$ cat src/rtl/exc_pkg.sv
// Shared types and constants for the LEGv8 exception control unit.
package exc_pkg;

    typedef enum logic [1:0] {
        RUN     = 2'd0,
        HANDLER = 2'd1,
        LOCKUP  = 2'd2
    } exc_state_t;

    localparam logic [63:0] ESR_INV_OP       = 64'h1;
    localparam logic [63:0] ESR_IRQ          = 64'h2;
    localparam logic [63:0] ESR_DOUBLE_FAULT = 64'h3;

    localparam logic [1:0] SYS_ELR  = 2'b00;
    localparam logic [1:0] SYS_ESR  = 2'b01;
    localparam logic [1:0] SYS_CNT  = 2'b10;
    localparam logic [1:0] SYS_ZERO = 2'b11;

    localparam logic [63:0] VECTOR_ADDR_DEF = 64'hD8;

endpackage

$ cat src/rtl/irq_sync.sv
// Two-flop synchronizer for the asynchronous interrupt line plus a rising-edge detector.
module irq_sync (
    input  logic clk,
    input  logic reset_n,
    input  logic ext_irq,
    output logic irq_rise
);

    logic r_s1, r_s2, r_s2_d;

    always_ff @(posedge clk or negedge reset_n) begin
        if (!reset_n) begin
            r_s1   <= 1'b0;
            r_s2   <= 1'b0;
            r_s2_d <= 1'b0;
        end else begin
            r_s1   <= ext_irq;
            r_s2   <= r_s1;
            r_s2_d <= r_s2;
        end
    end

    // A held-high line yields a single pulse; a fresh low->high is needed to retrigger.
    assign irq_rise = r_s2 & ~r_s2_d;

endmodule

$ cat src/rtl/exc_unit.sv
// Exception control unit: detects invalid-op / IRQ, holds ELR/ESR/count,
// redirects the PC and kills the faulting instruction's writeback.
module exc_unit
    import exc_pkg::*;
#(
    parameter int             N           = 64,
    parameter logic [N-1:0]   VECTOR_ADDR = N'(VECTOR_ADDR_DEF),
    parameter int             CNT_W       = 16
) (
    input  logic         clk,
    input  logic         reset_n,
    input  logic [N-1:0] pc,
    input  logic         inv_op,
    input  logic         eret,
    input  logic         mrs,
    input  logic [1:0]   sys_sel,
    input  logic         ext_irq,
    output logic         exc_taken,
    output logic         eret_taken,
    output logic [N-1:0] pc_override,
    output logic         kill_wb,
    output logic [N-1:0] mrs_data,
    output logic         in_handler,
    output logic         lockup
);

    exc_state_t         r_state, w_next;
    logic [N-1:0]       r_elr, r_esr;
    logic [CNT_W-1:0]   r_cnt;
    logic               r_irq_pend;
    logic               w_irq_rise;
    logic               w_exc, w_take_irq;
    logic [N-1:0]       w_code;
    logic               w_unused_mrs;

    // mrs only steers the regfile write-data mux outside this block.
    assign w_unused_mrs = mrs;

    irq_sync u_irq_sync (
        .clk      (clk),
        .reset_n  (reset_n),
        .ext_irq  (ext_irq),
        .irq_rise (w_irq_rise)
    );

    always_comb begin
        w_next      = r_state;
        w_exc       = 1'b0;
        w_take_irq  = 1'b0;
        w_code      = N'(ESR_INV_OP);
        eret_taken  = 1'b0;
        kill_wb     = 1'b0;
        pc_override = '0;
        case (r_state)
            RUN: begin
                // ERET outside a handler is itself an invalid op.
                if (inv_op || eret) begin
                    w_exc = 1'b1;
                end else if (r_irq_pend) begin
                    w_exc      = 1'b1;
                    w_take_irq = 1'b1;
                    w_code     = N'(ESR_IRQ);
                end
                if (w_exc) begin
                    kill_wb     = 1'b1;
                    pc_override = VECTOR_ADDR;
                    w_next      = HANDLER;
                end
            end
            HANDLER: begin
                if (inv_op) begin
                    kill_wb = 1'b1;
                    w_next  = LOCKUP;
                end else if (eret) begin
                    eret_taken  = 1'b1;
                    pc_override = r_elr;
                    w_next      = RUN;
                end
            end
            LOCKUP: begin
                kill_wb     = 1'b1;
                pc_override = pc;
            end
            default: w_next = RUN;
        endcase
    end

    assign exc_taken  = w_exc;
    assign in_handler = (r_state == HANDLER);
    assign lockup     = (r_state == LOCKUP);

    always_ff @(posedge clk or negedge reset_n) begin
        if (!reset_n) begin
            r_state    <= RUN;
            r_elr      <= '0;
            r_esr      <= '0;
            r_cnt      <= '0;
            r_irq_pend <= 1'b0;
        end else begin
            r_state <= w_next;
            if (w_exc) begin
                r_elr <= pc;
                r_esr <= w_code;
                if (r_cnt != '1)
                    r_cnt <= r_cnt + CNT_W'(1);
            end
            if (r_state == HANDLER && inv_op)
                r_esr <= N'(ESR_DOUBLE_FAULT);
            // A new edge wins over the clear so it is never lost.
            r_irq_pend <= w_irq_rise | (r_irq_pend & ~w_take_irq);
        end
    end

    always_comb begin
        mrs_data = '0;
        case (sys_sel)
            SYS_ELR:  mrs_data = r_elr;
            SYS_ESR:  mrs_data = r_esr;
            SYS_CNT:  mrs_data = N'(r_cnt);
            default:  mrs_data = '0;
        endcase
    end

endmodule

$ cat config.mk
export PLATFORM = sky130hd
export DESIGN_NAME = exc_unit
export DESIGN_NICKNAME = d
export VERILOG_FILES = /design/src/rtl/exc_pkg.sv /design/src/rtl/irq_sync.sv /design/src/rtl/exc_unit.sv
export SDC_FILE = /design/constraint.sdc
export NUM_CORES = 1
export LEC_CHECK = 0
export ABC_AREA = 0
export CAP_MARGIN = 10
export CORE_MARGIN = 2
export CORE_UTILIZATION = 47
export CTS_CLUSTER_DIAMETER = 30
export DETAILED_ROUTE_END_ITERATION = 8
export PLACE_DENSITY = 0.87
export RECOVER_POWER = 25
export REMOVE_ABC_BUFFERS = 1
export SETUP_SLACK_MARGIN = 0.02
export SYNTH_ARGS = -nofsm -noshare
export SYNTH_HDL_FRONTEND = slang
export SYNTH_SLANG_ARGS = --single-unit
export TNS_END_PERCENT = 30
$ cat constraint.sdc
create_clock -name clk -period 4.4 [get_ports clk]
set_input_delay 1.1 -clock clk [delete_from_list [all_inputs] [get_ports clk]]
set_output_delay 1.1 -clock clk [all_outputs]
set_load 0.02 [all_outputs]
==> results of run 1 <==
routing by layer:
layer  routed length [µm]  part of all wire, %
met3                  977                  6.6
met5                    0                    0
met2                 7550                   51
met1                 6050                   41
met4                  257                  1.7
area by class of cell:
cell class / count / area share [%]
tap: 136 / 2.34
sequential: 88 / 30.3
timing repair buffer: 216 / 29.7
clock buffer: 10 / 1.75
inverter: 4 / 0.206
clock inverter: 4 / 0.998
multi-input combinational: 474 / 34.7
sequential cells by signal (all words and copies together), names as in the netlist:
register and flops:
r_irq_pend 1, r_elr 64, u_irq_sync.r_s2 1, u_irq_sync.r_s2_d 1, r_state 2, r_esr 2, r_cnt 16, u_irq_sync.r_s1 1
where the power goes:
part / switching, W / internal, W
combinational: 0.00139 / 0.00107
sequential: 0.000346 / 0.00116
clock: 0.000277 / 0.000313
total: 0.00202 / 0.00254
cells by family (layout without fill, tap and decap cells):
group,after synthesis,in the layout,share of synthesized area [%]
AOI/OAI and AO/OA,75,75,11.3
adders and majority gates,1,1,0.254
DFF,88,88,44.7
and+or+nand+nor,366,366,33.3
xor gates and xnor gates,15,15,2.67
muxes,17,17,3.56
buffers and inverters,49,234,4.17
critical path: stages:
cell,delay [ps]
clkdlybuf4s50_1,570
or3_4,200
nand2_2,80
inv_2,130
buf_4,340
clkdlybuf4s50_1,670
cell usage after synthesis, types with 2 or more instances:
library cell | count | area [µm²]
nand2_1 | 199 | 747
dfrtp_1 | 88 | 2200
nor2_1 | 79 | 297
a22oi_1 | 60 | 450
and2_1 | 49 | 307
clkbuf_1 | 26 | 97.6
mux2i_1 | 16 | 160
buf_2 | 14 | 70.1
xor2_1 | 12 | 105
nor3_1 | 6 | 30.0
nand4_1 | 5 | 31.3
a221o_1 | 4 | 40.0
and3_1 | 4 | 25.0
buf_1 | 4 | 15.0
nand3_1 | 4 | 20.0
a21oi_1 | 3 | 15.0
inv_1 | 3 | 11.3
nor2b_1 | 3 | 18.8
o21ai_0 | 3 | 15.0
xnor2_1 | 3 | 26.3
and4_1 | 2 | 17.5
nand4_2 | 2 | 25.0
nor2_2 | 2 | 12.5
nor3b_1 | 2 | 15.0
nor4b_1 | 2 | 17.5
o22ai_1 | 2 | 12.5
worst min-delay path by stage:
stage	startpoint	endpoint	cells past startpoint
floorplan	u_irq_sync.r_s1$_DFF_PN0_	u_irq_sync.r_s2$_DFF_PN0_	0
global placement	u_irq_sync.r_s1$_DFF_PN0_	u_irq_sync.r_s2$_DFF_PN0_	0
detailed placement	u_irq_sync.r_s1$_DFF_PN0_	u_irq_sync.r_s2$_DFF_PN0_	0
CTS	u_irq_sync.r_s1$_DFF_PN0_	u_irq_sync.r_s2$_DFF_PN0_	0
global route	u_irq_sync.r_s1$_DFF_PN0_	u_irq_sync.r_s2$_DFF_PN0_	0
finish	u_irq_sync.r_s1$_DFF_PN0_	u_irq_sync.r_s2$_DFF_PN0_	0
metrics by stage:
step	setup TNS, ps	std cells	total power [W]
2_1_floorplan	-759	566	0.00281
3_3_place_gp	0	918	0.00387
3_5_place_dp	0	918	0.00398
4_1_cts	0	932	0.00457
5_1_grt	0	932	0.00486
6_report	0	932	0.00456
==> run summary, run 1 <==
layout cells sized above 1: 5.28%
Top Ports: 205
Post-Layout Inst Area: 0.00727 mm²
Ys Warns: 0
Lkg Pwr: 3.37 nW
most frequent cells in the layout: 201 x clkdlybuf4s50_1, 199 x nand2_1, 87 x dfrtp_1
CP Launch Point: inv_op
clk_skew: 14.8 ps
syn avg cell area: 8.06 µm²
fmax: 0.238 GHz
clk slew on worst S/H paths: 90 ps
Multi-input gate area: 0.00252 mm²
Core ar.: 0.0102 mm²
vias in the first global route: 4953
Antenna Violating Nets Remaining: 0
Crit. End Element: output port
reg-to-reg endpoint: r_cnt[1]$_DFFE_PN0P_
global-route wire length before repair: 23600 µm
gate count after technology mapping: 611
Die H: 106 µm
Nets: 866
Pre-Repair DR Iteration Count: 5
unique cell type count in the Yosys netlist: 40
TritonCTS clock tree: yes
#FFs+latches synth: 88
clock root buffer: clkbuf_8
Setup WS post-layout: 195 ps
GPL Wtd Cong: 0.846
Worst EP arrival: 3100 ps
Netlist Area Pre-Place: 0.00492 mm²
Clock Sinks: 88
worst r2r src: r_state[1]$_DFFE_PN0P_
routing usage on met2: 44.7%
post-route clock period utilization: 95.6%
Synth Flop Type: dfrtp_1
Post-CTS Hold Fix Bufs: 0
Via density: 5.41
final hold violation count: 0
failing checks: capacitance limit, slew limit
antenna violations before repair: 0
H-tree lvl count: 3
required time of the critical path: 3300 ps
diode count: 0
area grow syn2layout: 47.7%
hpwl dp: 10500 µm
post-cts sizing count: 0
Final min period: 4200 ps
wire length per cell: 15.9 µm
Routed WL: 14800 µm
Fillers: 797
# Post-CTS Setup Buffers: 0
total CTS buffers: 9
busiest metal layer after global routing: met2
worst hold path type: register to register
later-pin clock latency in the skew report: 360 ps
Starting Density: 48.1%
Register Area: 0.00220 mm²
Post-synth EDFFs: 0
Port Buffers: 203
R2R depth: 5
reg2reg setup slack: 2170 ps
ys async rst share: 100%
Rel. slew slack: -40.9%
drt first-iter violations: 350
Cell Area, Placed: 0.00707 mm²
commonest non-fill, non-tap cell in the layout: clkdlybuf4s50_1
RSZ-0062 raised after global routing: false
Bufs on Longest Clock Path: 2
Die X: 106 µm
status: finished, violations left
GRT Util Overall: 25.7%
hold_ws: 357 ps
Pwr per Cell Area: 626 mW/mm²
Setup crit start kind: input pin
Core Util, Final: 71.1%
register area share after synthesis: 44.7%
fin. max-slew vios: 89
crit path to: exc_taken
total grt overflow: 0
Vias: 5046
Setup WS pre-CTS: 208 ps
CP Class: input pin to output port
DRC viols: 0
met3 usage: 4.05%
Core Rows: 37
Max-cap violations: 1
die area: 0.0113 mm²
grt met1 use: 32.4%
largest net degree at the start of global routing: 89
CP max FO: 31
Least-Margin Pin Slew: 2110 ps
Worst IR Drop VDD: 0.356 mV
# setup viols final: 0
(Power assumes the default switching activity.)
==> run 2, diff against run 1 <==
--- a/config.mk
+++ b/config.mk
@@ -7,6 +7,7 @@
 export LEC_CHECK = 0
 export ABC_AREA = 0
 export CAP_MARGIN = 10
+export CORE_ASPECT_RATIO = 1.75
 export CORE_MARGIN = 2
 export CORE_UTILIZATION = 47
 export CTS_CLUSTER_DIAMETER = 30
==> run summary, run 2 (same netlist as run 1, synthesis figures left out) <==
layout cells sized above 1: 5.26% (was 5.28%)
GRT Util Overall: 30.2% (was 25.7%)
fin. max-slew vios: 31 (was 89)
CP peak stage delay: 650 ps (was 670 ps)
failing checks: capacitance limit, slew limit (unchanged)
Routed WL: 16600 µm (was 14800 µm)
antenna violations before repair: 0 (unchanged)
largest net degree at the start of global routing: 65 (was 89)
Largest register FFs: 64 (unchanged)
CP Launch Point: inv_op (unchanged)
Worst IR Drop VDD: 0.392 mV (was 0.356 mV)
Pwr per Cell Area: 648 mW/mm² (was 626 mW/mm²)
Crit. End Element: output port (unchanged)
reg-to-reg endpoint: r_cnt[1]$_DFFE_PN0P_ (unchanged)
commonest non-fill, non-tap cell in the layout: clkdlybuf4s50_1 (unchanged)
Core Util, Final: 71.6% (was 71.1%)
Port Buffers: 203 (unchanged)
wire length per cell: 18.0 µm (was 15.9 µm)
clock root buffer: clkbuf_16 (was clkbuf_8)
fmax: 0.234 GHz (was 0.238 GHz)
CP max stage cell: clkdlybuf4s50_1 (unchanged)
total grt overflow: 0 (unchanged)
required time of the critical path: 3300 ps (about the same)
R2R depth: 5 (unchanged)
Antenna Violating Nets Remaining: 0 (unchanged)
Core Rows: 49 (was 37)
Clock Sinks: 88 (unchanged)
Least-Margin Pin Slew: 1630 ps (was 2110 ps)
later-pin clock latency in the skew report: 330 ps (was 360 ps)
drt first-iter violations: 348 (was 350)
Min-Delay Path Depth: 0 (unchanged)
Largest Register: r_elr (unchanged)
Top Ports: 205 (unchanged)
reg2reg setup slack: 2480 ps (was 2170 ps)
die area: 0.0113 mm² (about the same)
H-tree lvl count: 3 (unchanged)
Rel. slew slack: -8.35% (was -40.9%)
area grow syn2layout: 48.9% (was 47.7%)
Pre-Repair DR Iteration Count: 6 (was 5)
CP max FO: 17 (was 31)
vias in the first global route: 5279 (was 4953)
RSZ-0062 raised after global routing: true (was false)
kind of cell adding the most delay to the critical path: buffers and inverters (unchanged)
Final min period: 4270 ps (was 4200 ps)
status: finished, violations left (unchanged)
Largest regs: r_elr x64, r_cnt x16 (unchanged)
Lkg Pwr: 3.41 nW (was 3.37 nW)
# setup viols final: 0 (unchanged)
clk_skew: 5.37 ps (was 14.8 ps)
post-route clock period utilization: 97.0% (was 95.6%)
# Post-CTS Setup Buffers: 0 (unchanged)
Die H: 139 µm (was 106 µm)
total CTS buffers: 9 (unchanged)
Via density: 5.63 (was 5.41)
Setup crit start kind: input pin (unchanged)
TritonCTS clock tree: yes (unchanged)
DRC viols: 0 (unchanged)
Fillers: 756 (was 797)
Nets: 868 (was 866)
CP Class: input pin to output port (unchanged)
worst hold path type: register to register (unchanged)
Die X: 81.4 µm (was 106 µm)
most frequent cells in the layout: 201 x clkdlybuf4s50_1, 199 x nand2_1, 87 x dfrtp_1 (unchanged)
diode count: 0 (unchanged)
Bufs on Longest Clock Path: 2 (unchanged)
Final Total Pwr: 0.00475 W (was 0.00456 W)
worst r2r src: r_irq_pend$_DFF_PN0_ (was r_state[1]$_DFFE_PN0P_)
final hold violation count: 0 (unchanged)
Core ar.: 0.0102 mm² (about the same)
global-route wire length before repair: 26400 µm (was 23600 µm)
Max-cap violations: 1 (unchanged)
Starting Density: 48.1% (about the same)
clk slew on worst S/H paths: 60 ps (was 90 ps)
Worst EP arrival: 3170 ps (was 3100 ps)
GPL Wtd Cong: 0.921 (was 0.846)
crit path to: pc_override[24] (was exc_taken)
hpwl dp: 11900 µm (was 10500 µm)
Vias: 5218 (was 5046)
crit-path most repeated cell: clkdlybuf4s50_1 (unchanged)
Worst Path Buf+Inv: 4 (unchanged)
critical path, cell by cell: clkdlybuf4s50_1, inv_1, and3_2, buf_4, a22oi_1, nor2_1, clkdlybuf4s50_1 (was clkdlybuf4s50_1, or3_4, nand2_2, inv_2, buf_4, clkdlybuf4s50_1)
cell count along the critical path: 7 (was 6)
[run 2: changes by cell type in the layout (fill, tap and decap cells not counted), moves of 2 or more]
cell,previous run,this run
clkbuf_16,0,9
clkbuf_8,9,3
buf_4,10,13
clkbuf_1,1,4
buf_12,3,1
bufinv_16,2,0
[run 2: layer usage]
layer	track usage [%]	share of wire, %	vias up
li1	-	-	2387
met1	32.9	35	2543
met2	54.2	55	228
met3	4.73	4.8	60
met4	15.3	4.8	0
met5	0	0	-
[run 2: per-stage QoR]
stage          area, µm²  TNS [ps]  std cells  hold WS (ps)  setup WS, ps
6_report            7330         0        926           351           133
5_1_grt             7330         0        926           352          10.7
4_1_cts             7330         0        926           352           137
3_5_place_dp        7050         0        911           339           171
3_3_place_gp        7050         0        911           336           182
2_1_floorplan       4730      -759        566           331         -13.6
[run 2: worst min-delay path by stage]
| stage | from | to | slack [ps] |
|---|---|---|---|
| 2_1_floorplan | u_irq_sync.r_s1$_DFF_PN0_ | u_irq_sync.r_s2$_DFF_PN0_ | 330 |
| 3_3_place_gp | u_irq_sync.r_s1$_DFF_PN0_ | u_irq_sync.r_s2$_DFF_PN0_ | 340 |
| 3_5_place_dp | u_irq_sync.r_s1$_DFF_PN0_ | u_irq_sync.r_s2$_DFF_PN0_ | 340 |
| 4_1_cts | u_irq_sync.r_s1$_DFF_PN0_ | u_irq_sync.r_s2$_DFF_PN0_ | 350 |
| 5_1_grt | u_irq_sync.r_s1$_DFF_PN0_ | u_irq_sync.r_s2$_DFF_PN0_ | 350 |
| 6_report | u_irq_sync.r_s1$_DFF_PN0_ | u_irq_sync.r_s2$_DFF_PN0_ | 350 |
[run 2: timing repair]
action | CTS | global route
resized for setup | 0 | 1
hold buffers | 0 | 0
setup endpoints to repair | 0 | 2
[run 2: area by class of cell]
type	instances	area (µm²)	share of cell area [%]
Sequential cell	88	2200	30.1
Tap cell	127	159	2.17
Clock buffer	15	278	3.79
Timing Repair Buffer	218	2150	29.4
Multi-Input combinational cell	474	2520	34.4
Inverter	4	15.0	0.205
[run 2: power by group]
group          total [W]  switching (W)  leakage [nW]  internal (W)
logic            0.00256        0.00148          2.19       0.00107
clock network   0.000716       0.000289         0.136      0.000427
registers        0.00148       0.000320          1.09       0.00116
total            0.00475        0.00209          3.41       0.00266
